[src/rtl/object_collision_scanner.sv]
// object_collision_scanner
//   Walks the packed object table one slot per clock and tests each enabled,
//   non-empty object against a single self box. Contact flags OR-accumulate
//   over the scan. A per-slot hit bitmap is built. The type of the
//   lowest-index hit slot is kept. All results are published together with
//   a one-cycle done pulse.
// Ports
//   clk, rst     clock; asynchronous active-high reset
//   start        1-cycle pulse that begins a scan (ignored unless idle)
//   self_coord   {X,Y} of the self box, latched on the starting edge
//   self_size    {W,H} of the self box, latched on the starting edge
//   obj_coord    packed {X,Y} per slot, slot i at [i*32+:32]
//   obj_size     packed {W,H} per slot, slot i at [i*32+:32]
//   obj_type     packed 10-bit type per slot, slot i at [i*10+:10]
//   obj_enable   per-slot collide enable
//   busy         high while slots are being scanned
//   done         1-cycle pulse when the outputs below update
//   collision    {up,down,left,right}
//   hit_map      bit i set when slot i touched on any side
//   hit_type     type of the lowest-index hit slot, 0 when nothing was hit
module object_collision_scanner #(
  parameter int N_OBJ = 20,
  parameter int TOL   = 3
) (
  input  logic                 clk,
  input  logic                 rst,
  input  logic                 start,
  input  logic [31:0]          self_coord,
  input  logic [31:0]          self_size,
  input  logic [32*N_OBJ-1:0]  obj_coord,
  input  logic [32*N_OBJ-1:0]  obj_size,
  input  logic [10*N_OBJ-1:0]  obj_type,
  input  logic [N_OBJ-1:0]     obj_enable,
  output logic                 busy,
  output logic                 done,
  output logic [3:0]           collision,
  output logic [N_OBJ-1:0]     hit_map,
  output logic [9:0]           hit_type
);

  typedef enum logic [1:0] {
    IDLE = 2'd0,
    SCAN = 2'd1,
    DONE = 2'd2
  } state_t;

  localparam logic [16:0]      TOL17    = 17'(TOL);
  localparam logic [4:0]       LAST_IDX = 5'(N_OBJ - 1);
  localparam logic [N_OBJ-1:0] ONE_BIT  = N_OBJ'(32'd1);

  // Edge sums are kept in 17 bits so a box touching 65535 cannot wrap.
  // The up/left lower bounds are written as "edge <= self + TOL" so that
  // a far edge smaller than TOL clamps to 0 without any subtraction.
  function automatic logic [3:0] contact_flags(
    input logic [31:0] s_c,
    input logic [31:0] s_z,
    input logic [31:0] o_c,
    input logic [31:0] o_z
  );
    logic [16:0] sx, sy, s_rt, s_bt;
    logic [16:0] ox, oy, o_rt, o_bt;
    logic        xov, yov, up, down, left, right;
    sx    = {1'b0, s_c[31:16]};
    sy    = {1'b0, s_c[15:0]};
    s_rt  = sx + {1'b0, s_z[31:16]};
    s_bt  = sy + {1'b0, s_z[15:0]};
    ox    = {1'b0, o_c[31:16]};
    oy    = {1'b0, o_c[15:0]};
    o_rt  = ox + {1'b0, o_z[31:16]};
    o_bt  = oy + {1'b0, o_z[15:0]};
    xov   = (sx < o_rt) && (ox < s_rt);
    yov   = (sy < o_bt) && (oy < s_bt);
    down  = xov && (oy <= s_bt) && (s_bt <= oy + TOL17);
    up    = xov && (o_bt <= sy + TOL17) && (sy <= o_bt);
    right = yov && (ox <= s_rt) && (s_rt <= ox + TOL17);
    left  = yov && (o_rt <= sx + TOL17) && (sx <= o_rt);
    return {up, down, left, right};
  endfunction

  state_t             state_r, state_s;
  logic [4:0]         idx_r;
  logic [31:0]        self_coord_r, self_size_r;
  logic [3:0]         acc_coll_r;
  logic [N_OBJ-1:0]   acc_map_r;
  logic [9:0]         acc_type_r;
  logic               acc_found_r;
  logic               busy_r, done_r;
  logic [3:0]         coll_r;
  logic [N_OBJ-1:0]   map_r;
  logic [9:0]         type_r;

  logic               last_s;
  logic [31:0]        slot_coord_s, slot_size_s;
  logic [9:0]         slot_type_s;
  logic               slot_valid_s;
  logic [3:0]         flags_s;
  logic               hit_s;

  assign last_s = (idx_r == LAST_IDX);

  // Select the slot under evaluation and derive its contact flags.
  always_comb begin
    slot_coord_s = obj_coord[32*int'(idx_r) +: 32];
    slot_size_s  = obj_size[32*int'(idx_r) +: 32];
    slot_type_s  = obj_type[10*int'(idx_r) +: 10];
    slot_valid_s = obj_enable[idx_r] && (slot_size_s[31:16] != 16'd0) &&
                   (slot_size_s[15:0] != 16'd0);
    if (slot_valid_s) begin
      flags_s = contact_flags(self_coord_r, self_size_r, slot_coord_s, slot_size_s);
    end else begin
      flags_s = 4'b0000;
    end
    hit_s = (flags_s != 4'b0000);
  end

  // Next-state logic for the scan sequencer.
  always_comb begin
    state_s = state_r;
    case (state_r)
      IDLE: begin
        if (start) begin
          state_s = SCAN;
        end else begin
          state_s = IDLE;
        end
      end
      SCAN: begin
        if (last_s) begin
          state_s = DONE;
        end else begin
          state_s = SCAN;
        end
      end
      DONE:    state_s = IDLE;
      default: state_s = IDLE;
    endcase
  end

  // State register plus registered busy, which tracks the SCAN state.
  always_ff @(posedge clk or posedge rst) begin
    if (rst) begin
      state_r <= IDLE;
      busy_r  <= 1'b0;
    end else begin
      state_r <= state_s;
      busy_r  <= (state_s == SCAN);
    end
  end

  // Self latch, slot index and working accumulators.
  always_ff @(posedge clk or posedge rst) begin
    if (rst) begin
      idx_r        <= 5'd0;
      self_coord_r <= 32'd0;
      self_size_r  <= 32'd0;
      acc_coll_r   <= 4'b0000;
      acc_map_r    <= '0;
      acc_type_r   <= 10'd0;
      acc_found_r  <= 1'b0;
    end else begin
      case (state_r)
        IDLE: begin
          if (start) begin
            idx_r        <= 5'd0;
            self_coord_r <= self_coord;
            self_size_r  <= self_size;
            acc_coll_r   <= 4'b0000;
            acc_map_r    <= '0;
            acc_type_r   <= 10'd0;
            acc_found_r  <= 1'b0;
          end
        end
        SCAN: begin
          acc_coll_r <= acc_coll_r | flags_s;
          if (hit_s) begin
            acc_map_r <= acc_map_r | (ONE_BIT << idx_r);
          end
          // Only the first hit in scan order names the collision type.
          if (hit_s && !acc_found_r) begin
            acc_type_r  <= slot_type_s;
            acc_found_r <= 1'b1;
          end
          idx_r <= last_s ? 5'd0 : idx_r + 5'd1;
        end
        default: begin
          idx_r <= 5'd0;
        end
      endcase
    end
  end

  // Published results change only in DONE, so partial scans never show.
  always_ff @(posedge clk or posedge rst) begin
    if (rst) begin
      done_r <= 1'b0;
      coll_r <= 4'b0000;
      map_r  <= '0;
      type_r <= 10'd0;
    end else if (state_r == DONE) begin
      done_r <= 1'b1;
      coll_r <= acc_coll_r;
      map_r  <= acc_map_r;
      type_r <= acc_type_r;
    end else begin
      done_r <= 1'b0;
    end
  end

  assign busy      = busy_r;
  assign done      = done_r;
  assign collision = coll_r;
  assign hit_map   = map_r;
  assign hit_type  = type_r;

endmodule
[config.mk]
export PLATFORM = sky130hd
export DESIGN_NAME = object_collision_scanner
export DESIGN_NICKNAME = d
export VERILOG_FILES = /design/src/rtl/object_collision_scanner.sv
export SDC_FILE = /design/constraint.sdc
export NUM_CORES = 1
export LEC_CHECK = 0
export CAP_MARGIN = 20
export CORE_AREA = 2 2 616 618
export DETAILED_ROUTE_END_ITERATION = 10
export DIE_AREA = 0 0 618 620
export GPL_ROUTABILITY_DRIVEN = 0
export GPL_TIMING_DRIVEN = 0
export PLACE_DENSITY = 0.3
export SLEW_MARGIN = 20
export SYNTH_ARGS = -nofsm -noshare
export SYNTH_HDL_FRONTEND = slang
export SYNTH_SLANG_ARGS = --single-unit
[constraint.sdc]
create_clock -name clk -period 18.5 [get_ports clk]
set_clock_uncertainty 0.15 [all_clocks]
set_input_delay 5.55 -clock clk [delete_from_list [all_inputs] [get_ports clk]]
set_output_delay 5.55 -clock clk [all_outputs]
set_load 0.01 [all_outputs]
==> flow_summary.ini <==
[setup_path]
crit_start = obj_coord[34]
reg2reg_from = idx_r[2]
critPathTopFamily = compound AO/OA/AOI/OAI gates
ff2ff_path_depth = 34
r2r_end = acc_type_r[5]
crit_slowest_cell = o32ai_4
ff2ff_setup_slack_ps = 6730
max_stage_delay_ps = 770
worstPathRequired_ps = 18760
cp-end-kind = flip-flop
critPathBufInv = 3
startpoint_type = primary input
crit_path_max_fanout = 10
arrival_ps = 13700
cp.depth = 26
critPathCapture = acc_type_r[5]
crit_type = primary input to flip-flop

[logic_synthesis]
synthFlopType = dfrtp_1
yosys-top-cells-count = mux4_2, nand2_1, ha_1, dfrtp_1, inv_1
synth_cell_types = 86
yosysTopAreaCellShare = 0.3545
synthCells = 2235
synth_seq_cells = 142
synthTopCellsByArea = mux4_2, dfrtp_1, ha_1
yosysMostFrequentCell = mux4_2
synth_area_um2 = 24580
synth_area_leader_cell = mux4_2
ys_warn_count = 0
yosysSeqAreaShare = 0.1445
async_flop_share = 1.000
avgSynthCellArea_um2 = 11.00
synth_edf_count = 0
synth.net_count = 4006

[grt]
grt_pass1_vias = 30630
grtUsageMet3 = 0.05166
top_usage_layer = met2
grt_max_degree = 82
overflow = 0
grt_pass1_wl_um = 393300
grtUsageMet1 = 0.2005
grtUsageTotal = 0.1647
met2_usage = 0.2802
antenna_found_initial = 231

[final_layout]
multi_input_area_um2 = 19570
layout.nets = 5638
utilization = 0.1276
syn_to_final_growth_pct = 95.75
seq_area_um2 = 3555
fill_cells = 43060
drive_gt1_frac = 0.1626
instances_no_fill = 9036

[clocking]
cts_resized = 0
clkTransAtPathRegs_ps = 70
clock-sinks = 142
cts_buffer_depth = 2
htreeDepth = 4
cts_hold_buf = 0
numCtsBuffers = 17
clkLatencyLatePin_ps = 510
cts_tree = yes
post_cts_buffers = 0
root_buffer = clkbuf_16

[timing]
setup_slack_ps = 5062
finalSetupViolCount = 0
rsz0062_at_grt = no
period_needed_ps = 13440
hold_viol_final = 0
maxSlewHeadroom = 0.1777
worst_slew_pin_slew_ps = 1233
finalSetupTns_ps = 0
max_freq_mhz = 74.41
maxSlewViolCount = 0
fin_crit_sh = 0.7264

[run_status]
status = completed

[place]
dp_cells = 8864
io_buffers = 1602
hpwl_um = 302800
place_worst_setup_slack_ps = 4571

[floorplan]
die_y_um = 620
ioPinCount = 1603
row_count = 226
design.core.area_um2 = 377200
die_area_um2 = 383200
die_width_um = 618
start_util = 0.06517

[drt]
wl_per_cell_um = 36.23
drt_iter0_drc = 2818
drc = 0
ant_nets = 0
dr.pass1.iters = 5
routed_wl_um = 327300
num_vias = 30110
vias_per_cell = 3.332

[power_and_ir_drop]
ir_worst_vdd_v = 0.0001481
p_leak_nw = 16.95
p_total_mw = 10.89
p_per_area_nw_per_um2 = 226.3

[min_path]
hp-class = flip-flop to flip-flop

[job]
drv_cap = 0
metal layers:
metal  wire length, um  part of all wire
met1            133500              0.41
met2            157400              0.48
met3             26980             0.082
met4              8966             0.027
met5               437            0.0013
logic make-up (layout without fill, tap and decap cells):
family	Yosys count	in the layout	synth area share
DFF	142	142	0.1445
buffers and inverters	254	1899	0.06209
AOI/OAI and AO/OA	443	443	0.1292
adders and majority gates	206	206	0.1059
and+or+nand+nor	582	582	0.1102
xor gates and xnor gates	121	121	0.04372
other	0	140	0
muxes	487	487	0.4044
worst min-delay path by stage:
| stage | startpoint | end | slack [ps] | cells past startpoint |
|---|---|---|---|---|
| 2_1_floorplan | acc_found_r | acc_found_r | 290 | 1 |
| 3_3_place_gp | acc_found_r | acc_found_r | 300 | 1 |
| 3_5_place_dp | acc_found_r | acc_found_r | 310 | 1 |
| 4_1_cts | acc_found_r | acc_found_r | 330 | 1 |
| 5_1_grt | acc_found_r | acc_found_r | 330 | 1 |
| 6_report | acc_found_r | acc_found_r | 320 | 1 |
registers in the layout (all words and copies together), names as in the netlist:
signal,count
idx_r,5
busy,1
hit_map,20
self_size_r,32
acc_coll_r,4
state_r,2
hit_type,10
collision,4
self_coord_r,32
acc_type_r,10
done,1
acc_found_r,1
acc_map_r,20
worst register-to-register path: cells and delay by family (launching register included):
kind	cells	cell delay, ps
flip-flops	1	550
buffers and inverters	10	4780
multiplexers	1	200
adder cells (fa/ha/maj)	3	1090
AO/OA/AOI/OAI	14	3440
XOR/XNOR	1	200
AND/OR/NAND/NOR	5	1270
where the power goes:
part | internal, mW | switching (mW)
Combinational | 3.81 | 6.12
Clock | 0.181 | 0.192
Sequential | 0.427 | 0.160
per-stage QoR:
| stage | area, um^2 | hold slack, ps |
|---|---|---|
| finish | 48120 | 323.8 |
| global route | 47960 | 334.5 |
| CTS | 47770 | 327.5 |
| detailed placement | 47180 | 310.4 |
| global placement | 46900 | 301.7 |
| floorplan | 24580 | 292.1 |
layout by cell type (no fill, tap or decap), drive strengths merged, types with 8 or more instances in the layout:
| master | n |
|---|---|
| xnor2 | 73 |
| ha | 200 |
| a21oi | 94 |
| o21ai | 71 |
| o21bai | 20 |
| xor2 | 47 |
| nor4 | 9 |
| a22o | 50 |
| and3 | 22 |
| a221o | 8 |
| nand4 | 24 |
| a31oi | 8 |
| mux2i | 52 |
| mux4 | 398 |
| nor2 | 72 |
| dfrtp | 142 |
| o211ai | 11 |
| o21a | 10 |
| a22oi | 42 |
| nand2 | 297 |
| nor2b | 25 |
| a21o | 28 |
| nor3 | 34 |
| clkdlybuf4s50 | 1602 |
| a221oi | 14 |
| nand3 | 45 |
| a32o | 9 |
| nand2b | 12 |
| buf | 118 |
| a211oi | 22 |
| and2 | 15 |
| inv | 107 |
| mux2 | 37 |
| clkbuf | 65 |
| diode | 140 |
area by class of cell:
cell class | count | area share
Antenna cell | 140 | 0.007280
Buffer | 155 | 0.02436
Clock buffer | 17 | 0.008840
Clock inverter | 15 | 0.003458
Inverter | 99 | 0.007878
Multi-Input combinational cell | 1839 | 0.4066
Sequential cell | 142 | 0.07387
Tap cell | 5016 | 0.1304
Timing Repair Buffer | 1613 | 0.3373
No activity file was read; power rests on OpenSTA's default activity.
